===== src/rtl/operand_fetch.sv =====
//------------------------------------------------------------------------------
// Module   : operand_fetch
// Brief    : Decode-to-execute operand fetch with registered-read RF and forwarding
// Revision : 1.0
//------------------------------------------------------------------------------
`default_nettype none

module operand_fetch #(
  parameter int PAYLOAD_W = 32
) (
  input  logic                 clk,
  input  logic                 rst_n,
  input  logic                 flush,
  input  logic                 in_valid,
  output logic                 in_ready,
  input  logic [4:0]           in_rs1,
  input  logic [4:0]           in_rs2,
  input  logic [4:0]           in_rd,
  input  logic [PAYLOAD_W-1:0] in_payload,
  output logic [4:0]           rf_rs1,
  output logic [4:0]           rf_rs2,
  input  logic [31:0]          rf_rdata1,
  input  logic [31:0]          rf_rdata2,
  input  logic                 wb_wen,
  input  logic [4:0]           wb_waddr,
  input  logic [31:0]          wb_wdata,
  output logic                 out_valid,
  input  logic                 out_ready,
  output logic [31:0]          out_op1,
  output logic [31:0]          out_op2,
  output logic [4:0]           out_rd,
  output logic [PAYLOAD_W-1:0] out_payload
);

  localparam logic [4:0] C_X0 = 5'd0;

  // R stage
  logic                 r_valid;
  logic [4:0]           r_rs1;
  logic [4:0]           r_rs2;
  logic [4:0]           r_rd;
  logic [PAYLOAD_W-1:0] r_payload;

  // last-write register
  logic                 r_lw_valid;
  logic [4:0]           r_lw_addr;
  logic [31:0]          r_lw_data;

  // O stage
  logic                 r_out_valid;
  logic [4:0]           r_o_rs1;
  logic [4:0]           r_o_rs2;
  logic [31:0]          r_out_op1;
  logic [31:0]          r_out_op2;
  logic [4:0]           r_out_rd;
  logic [PAYLOAD_W-1:0] r_out_payload;

  logic                 w_accept;
  logic                 w_advance;
  logic                 w_in_ready;
  logic [31:0]          w_op1;
  logic [31:0]          w_op2;

  function automatic logic [31:0] resolve(
    input logic [4:0]  idx,
    input logic [31:0] rdata,
    input logic        wen,
    input logic [4:0]  waddr,
    input logic [31:0] wdata,
    input logic        lwv,
    input logic [4:0]  lwa,
    input logic [31:0] lwd
  );
    logic [31:0] v;
    if (idx == C_X0)                 v = 32'd0;
    else if (wen && (waddr == idx))  v = wdata;
    else if (lwv && (lwa == idx))    v = lwd;
    else                             v = rdata;
    return v;
  endfunction

  assign w_advance  = r_valid & (~r_out_valid | out_ready);
  assign w_in_ready = ~flush & (~r_valid | w_advance);
  assign w_accept   = in_valid & w_in_ready;

  // Stalled R keeps re-reading its own indices so rf_rdata never goes stale.
  assign rf_rs1 = w_accept ? in_rs1 : r_rs1;
  assign rf_rs2 = w_accept ? in_rs2 : r_rs2;

  assign w_op1 = resolve(r_rs1, rf_rdata1, wb_wen, wb_waddr, wb_wdata,
                         r_lw_valid, r_lw_addr, r_lw_data);
  assign w_op2 = resolve(r_rs2, rf_rdata2, wb_wen, wb_waddr, wb_wdata,
                         r_lw_valid, r_lw_addr, r_lw_data);

  always_ff @(posedge clk or negedge rst_n) begin
    if (!rst_n) begin
      r_lw_valid <= 1'b0;
      r_lw_addr  <= 5'd0;
      r_lw_data  <= 32'd0;
    end else begin
      r_lw_valid <= wb_wen;
      r_lw_addr  <= wb_waddr;
      r_lw_data  <= wb_wdata;
    end
  end

  always_ff @(posedge clk or negedge rst_n) begin
    if (!rst_n) begin
      r_valid   <= 1'b0;
      r_rs1     <= 5'd0;
      r_rs2     <= 5'd0;
      r_rd      <= 5'd0;
      r_payload <= '0;
    end else if (flush) begin
      r_valid <= 1'b0;
    end else if (w_accept) begin
      r_valid   <= 1'b1;
      r_rs1     <= in_rs1;
      r_rs2     <= in_rs2;
      r_rd      <= in_rd;
      r_payload <= in_payload;
    end else if (w_advance) begin
      r_valid <= 1'b0;
    end
  end

  always_ff @(posedge clk or negedge rst_n) begin
    if (!rst_n) begin
      r_out_valid   <= 1'b0;
      r_o_rs1       <= 5'd0;
      r_o_rs2       <= 5'd0;
      r_out_op1     <= 32'd0;
      r_out_op2     <= 32'd0;
      r_out_rd      <= 5'd0;
      r_out_payload <= '0;
    end else if (flush) begin
      r_out_valid <= 1'b0;
    end else if (w_advance) begin
      r_out_valid   <= 1'b1;
      r_o_rs1       <= r_rs1;
      r_o_rs2       <= r_rs2;
      r_out_op1     <= w_op1;
      r_out_op2     <= w_op2;
      r_out_rd      <= r_rd;
      r_out_payload <= r_payload;
    end else if (r_out_valid && out_ready) begin
      r_out_valid <= 1'b0;
    end else if (r_out_valid) begin
      // Held operands track writebacks so they are current when execute takes them.
      if (wb_wen && (wb_waddr != C_X0) && (wb_waddr == r_o_rs1)) r_out_op1 <= wb_wdata;
      if (wb_wen && (wb_waddr != C_X0) && (wb_waddr == r_o_rs2)) r_out_op2 <= wb_wdata;
    end
  end

  assign in_ready    = w_in_ready;
  assign out_valid   = r_out_valid;
  assign out_op1     = r_out_op1;
  assign out_op2     = r_out_op2;
  assign out_rd      = r_out_rd;
  assign out_payload = r_out_payload;

endmodule

`default_nettype wire


===== config.mk =====
export PLATFORM = sky130hd
export DESIGN_NAME = operand_fetch
export DESIGN_NICKNAME = d
export VERILOG_FILES = /design/src/rtl/operand_fetch.sv
export SDC_FILE = /design/constraint.sdc
export NUM_CORES = 1
export LEC_CHECK = 0
export CAP_MARGIN = 10
export CORE_MARGIN = 2
export CORE_UTILIZATION = 49
export DETAILED_ROUTE_END_ITERATION = 12
export PLACE_DENSITY = 0.88
export SKIP_CTS_REPAIR_TIMING = 1
export SYNTH_ARGS = -nofsm -noshare
export SYNTH_HDL_FRONTEND = slang
export SYNTH_SLANG_ARGS = --single-unit

===== constraint.sdc =====
create_clock -name clk -period 2.2 [get_ports clk]
set_clock_uncertainty 0.05 [all_clocks]
set_input_delay 0.33 -clock clk [delete_from_list [all_inputs] [get_ports clk]]
set_output_delay 0.33 -clock clk [all_outputs]
set_load 0.01 [all_outputs]

==> flow_summary.yaml, run 1 <==
final_layout:
  final_nets: 1281
  final_util_pct: 72.0
  stdcell_count: 1406
  drive_gt1_share_pct: 15.0
  syn_to_final_growth_pct: 44.2
global_routing:
  grt_overflow_total: 0
  grt_first_pass_wirelength_um: 51200
  grt_max_degree: 63
  grt_pass1_vias: 9207
  antenna_found_initial: 0
  track_usage_pct: 32.1
worst_setup_path:
  critPathMaxFanout: 5
  critical_path_arrival_ns: 1.85
  rr_startpoint: "r_rs2[2]"
  crit_start: "out_valid"
  start_kind: "register"
  cp.required_ns: 1.82
  critical_path_class: "reg -> out"
  cp-end-kind: "output port"
detailed_routing:
  wl_per_cell_um: 25.0
  drt_first_pass_iters: 6
  viasPerCell: 6.66
  ant_nets: 0
  initialDrtViolationCount: 1266
  drc: 0
  num_vias: 9360
  wl_um: 35200
timing:
  max_slew.worst_pin.slew_ns: 0.727
  slew_viol_final: 0
  slew_headroom_pct: 51.4
  finalCritPeriodShare_pct: 101
  fin_ws_ns: -0.0266
  fmax_mhz: 449
  hold_violations: 0
  whs_ns: 0.275
  period_needed_ns: 2.23
  setup_viol: 28
  rsz0062_at_grt: "true"
logic_synthesis:
  synthAdderAreaFrac_pct: 0
  syn_area_per_cell_um2: 11.4
  synth_mux_area_share_pct: 12.0
  synth_compound_area_share_pct: 22.5
  synth_top_family_by_area: "compound AO/OA/AOI/OAI gates"
  yosysUniqueCellTypes: 37
  synth_cells: 852
  ys_ff_latch: 198
  yosys.area_share.simple_pct: 7.03
  synth_area_um2: 9720
  yosysSeqAreaShare_pct: 51.0
  synthXorXnorAreaFrac_pct: 2.70
  yosysWarnings: 0
  synth_nets: 1006
floorplan:
  dieWidth_um: 145
  core_um2: 19500
  io_pins: 267
  dieArea_um2: 21000
  die_h_um: 145
  fp-row-count: 51
  start_util_pct: 49.9
power:
  power_mw: 11.8
  powerDensity_nw_per_um2: 842
  ir_worst_vdd_v: 0.000683
  leakage_nw: 5.47
placement:
  hpwl_um: 22500
  gp_congestion: 0.861
  place_inst: 1362
  io_buffers: 266
worst_hold_path:
  min_path_type: "in -> reg"
  min_from: "wb_waddr[3]"
cts:
  cts_buffer_depth: 2
  clkTransAtPathRegs_ns: 0.08
  cts_tree: "yes"
  clkSinkCount: 198
  clk_latency_ns: 0.44
  cts_buffers: 17
  cts-root-buf: "clkbuf_16"
  h-tree-depth: 4
status:
  status: "finished with violations"
  violations: "negative setup slack"
run:
  drv_cap: 0
[synthesized netlist by cell type (all sizes together)]
cell	instances	share of area [%]
nand3	2	0.10
mux2	104	12
clkbuf	68	2.6
o21a	1	0.090
or4	3	0.23
and3	2	0.13
nand2	3	0.12
or3b	2	0.18
nand2b	1	0.064
nor2b	2	0.13
buf	30	2.1
o21ai	64	3.3
nor2	37	1.5
o211a	2	0.21
a41oi	1	0.28
a21oi	2	0.10
o32a	63	6.5
and2	1	0.064
o22a	1	0.090
or2	2	0.13
o31ai	64	4.9
dfrtp	198	51
xor2	12	1.1
a211o	1	0.090
nor3	3	0.15
inv	1	0.039
xnor2	18	1.6
a31oi	66	4.4
o21bai	32	2.5
nand4	66	4.2
[through the flow]
stage | setup WS [ns] | instance area [um^2] | TNS [ns]
finish | -0.0266 | 14000 | -0.293
global route | -0.0912 | 14000 | -1.85
CTS | -0.510 | 13700 | -9.93
detailed placement | -0.589 | 13100 | -38.14
global placement | -0.465 | 13100 | -31.65
floorplan | 0.0740 | 9720 | 0
[kinds of logic after synthesis]
family,Yosys count
simple gates,124
buf+inv,99
compound gates,297
xor+xnor,30
flops,198
mux,104
[cell type report]
cell class              count  area (um^2)
fillers                  1292         5450
flip-flops and latches    198         4960
multi-input cells         557         4490
repair buffers            352         3590
clock buffers              17          425
well taps                 265          332
clock inverters            15          214
inverters                   1         3.75
diodes                      1         2.50
[where the power goes]
group / leakage, nW / internal (mW) / switching (mW) / total [mW]
clock network: 0.309 / 1.59 / 1.70 / 3.29
logic: 2.85 / 1.97 / 1.73 / 3.71
registers: 2.31 / 4.33 / 0.465 / 4.80
total: 5.47 / 7.90 / 3.90 / 11.8
[registers in the layout, summed over array words and instances (netlist names)]
signal,flops
out_op1,32
out_op2,32
out_payload,32
out_rd,5
out_valid,1
r_lw_addr,5
r_lw_data,32
r_lw_valid,1
r_o_rs1,5
r_o_rs2,5
r_payload,32
r_rd,5
r_rs1,5
r_rs2,5
r_valid,1
[layout by cell type (no fill, tap or decap), types with 12 or more instances in the layout]
master	netlist	final
clkdlybuf4s50_1	0	253
dfrtp_1	198	193
mux2_1	104	95
nand4_1	66	66
o32a_1	63	63
a31oi_1	65	62
buf_4	5	61
o31ai_1	64	59
o21ai_0	64	54
nor2_1	35	33
o21bai_1	31	31
clkbuf_16	0	18
buf_12	0	18
xnor2_1	18	16
buf_6	6	13
xor2_1	12	12
[layer usage]
| layer | up-vias | track usage (%) | part of all wire [%] |
|---|---|---|---|
| li1 | 3890 | - | - |
| met1 | 4514 | 39.6 | 35 |
| met2 | 790 | 52.4 | 47 |
| met3 | 166 | 10.2 | 13 |
| met4 | 0 | 13.2 | 4.4 |
| met5 | - | 0 | 0 |
[worst paths after layout]
check	to	slack, ns	cells past startpoint
worst min-delay path	r_lw_addr[3]	0.27	2
worst max-delay path	rf_rs1[4]	-0.03	6
min in group asynchronous	r_payload[18]	0.38	2
worst min register to register	out_payload[6]	0.44	1
worst max register to register	out_op2[27]	-0.02	6
max in group asynchronous	r_rs2[4]	1.00	3
[worst max-delay path, stage by stage (launching register included)]
cell and delay, ns:
dfrtp_1 0.40, nor2b_4 0.14, a21oi_2 0.16, nand2_2 0.12
buf_6 0.16, mux2_4 0.31, buf_6 0.12
Note: power is estimated with default switching activity, not from simulation.
==> inputs of run 2 (changes only) <==
Settings changed: ABC_CLOCK_PERIOD_IN_PS set to 2700, CORE_UTILIZATION 49 to 53, HOLD_SLACK_MARGIN set to 0.05, PLACE_DENSITY 0.88 to 0.94.
Clock period 2.2 ns to 2.7 ns, I/O delays scaled along.
==> run 2 against run 1 <==
Effect of this change:
- the run now ends clean
- non-clock buffer count fell by 19
- power fell by 21%
- worst setup slack improved by 0.17 ns
- sequential share of layout area rose by 1.3 points
- wire length fell by 6.0%
- sequential power fell by 18%
- die area fell by 7.3%
- critical path depth did not move
- combinational power fell by 24%
- sequential cell count did not move
- critical path type is now reg -> reg
- critical endpoint is now out_op2[12]
- largest power group unchanged
- highest routed layer unchanged
==> flow_summary.yaml, run 2 (synthesis gave the netlist of run 1 again) <==
worst_setup_path:
  critPathMaxFanout: 21
  ff2ff_path_depth: 6
  crit_buf_inv: 1
  cp-end-kind: "register"
  slowest_delay_ns: 0.59
  critical_path_arrival_ns: 2.83
  crit_chain: "xor2_1 -> or3b_1 -> buf_4 -> o21ai_0 -> a31oi_1 -> o32a_1"
  crit_path_top_delay_cell: "or3b_1"
  start_kind: "register"
  critical_path_class: "reg -> reg"
  cp.required_ns: 2.97
  cp_top_family: "compound AO/OA/AOI/OAI gates"
  path_depth: 6
global_routing:
  grt_first_pass_wirelength_um: 52200
  track_usage_pct: 34.1
  grt_max_degree: 79
  grt_overflow_total: 0
  antenna_found_initial: 0
  grt_pass1_vias: 9385
detailed_routing:
  num_vias: 9207
  viasPerCell: 6.83
  ant_nets: 0
  drc: 0
  initialDrtViolationCount: 1334
  wl_um: 33100
  drt_first_pass_iters: 7
  wl_per_cell_um: 24.5
power:
  ir_worst_vdd_v: 0.000525
  leakage_nw: 5.30
  power_mw: 9.34
  powerDensity_nw_per_um2: 692
final_layout:
  final_util_pct: 75.2
  multiInputGateArea_um2: 4320
  syn_to_final_growth_pct: 38.9
  regArea_um2: 4960
  stdcell_count: 1348
  num-fill-cells: 1162
  layout_common_cells: "255 x clkdlybuf4s50_1, 197 x dfrtp_1, 104 x mux2_1"
  drive_gt1_share_pct: 10.1
  layout_commonest_cell: "clkdlybuf4s50_1"
  antenna_cells: 0
  final_nets: 1260
floorplan:
  fp-row-count: 49
  dieArea_um2: 19400
  io_pins: 267
  die_h_um: 139
  start_util_pct: 54.1
  core_um2: 18000
  dieWidth_um: 139
timing:
  rsz0062_at_grt: "false"
  setup_viol: 0
  fmax_mhz: 391
  period_needed_ns: 2.56
  hold_violations: 0
  finalCritPeriodShare_pct: 94.7
  slew_viol_final: 0
  fin_tns_setup_ns: 0
  fin_ws_ns: 0.144
  slew_headroom_pct: 49.8
  max_slew.worst_pin.slew_ns: 0.754
cts:
  clkSinkCount: 198
  cts_buffer_depth: 2
  clk_latency_ns: 0.44
  h-tree-depth: 4
  cts-root-buf: "clkbuf_16"
  clkTransAtPathRegs_ns: 0.08
  cts_tree: "yes"
  cts_buffers: 17
status:
  status: "finished, final reports clean"
run:
  drv_cap: 0
placement:
  hpwl_um: 22200
  io_buffers: 266
  place_ws_ns: -0.0577
  gp_congestion: 0.911
  place_inst: 1315
worst_hold_path:
  min_path_type: "reg -> reg"
  hold_depth: 1
## run 2: worst paths after layout
kind / from / endpoint / slack (ns)
max reg2reg: r_rs2[2] / out_op2[12] / 0.14
max in group asynchronous: rst_n / out_op2[16] / 1.32
min in group asynchronous: rst_n / out_payload[29] / 0.51
min reg2reg: out_payload[14] / out_payload[14] / 0.44
max: r_rs2[2] / out_op2[12] / 0.14
min: out_payload[14] / out_payload[14] / 0.44
## run 2: power breakdown
part	total [mW]	switching, mW	internal (mW)
Sequential	3.92	0.390	3.53
Clock	2.61	1.33	1.28
Combinational	2.82	1.33	1.48
Total	9.34	3.05	6.29
## run 2: per-stage QoR
step,hold WS [ns],area [um^2]
2_1_floorplan,0.0594,9720
3_3_place_gp,0.415,12800
3_5_place_dp,0.422,12800
4_1_cts,-0.0427,13500
5_1_grt,0.438,13500
6_report,0.440,13500
## run 2: worst reg2reg max path, cell delays in order, from the launching register on
cell	delay, ns
dfrtp_1	0.48
xor2_1	0.21
or3b_1	0.59
buf_4	0.30
o21ai_0	0.35
a31oi_1	0.14
o32a_1	0.31
## run 2: layer usage
metal | wire length, um | GRT usage, % | up-vias
met5 | 0 | 0 | -
met4 | 1520 | 12.4 | 0
met3 | 4360 | 11.9 | 170
met2 | 15600 | 55.8 | 805
met1 | 11600 | 42.1 | 4399
li1 | - | - | 3833
## run 2: cell type report
type                            count  share of cell area (%)
Sequential cell                   198                    36.7
Multi-Input combinational cell    555                    32.0
Timing Repair Buffer              333                    24.5
Clock buffer                       17                    3.15
Tap cell                          229                    2.12
Clock inverter                     15                    1.45
Inverter                            1                  0.0278
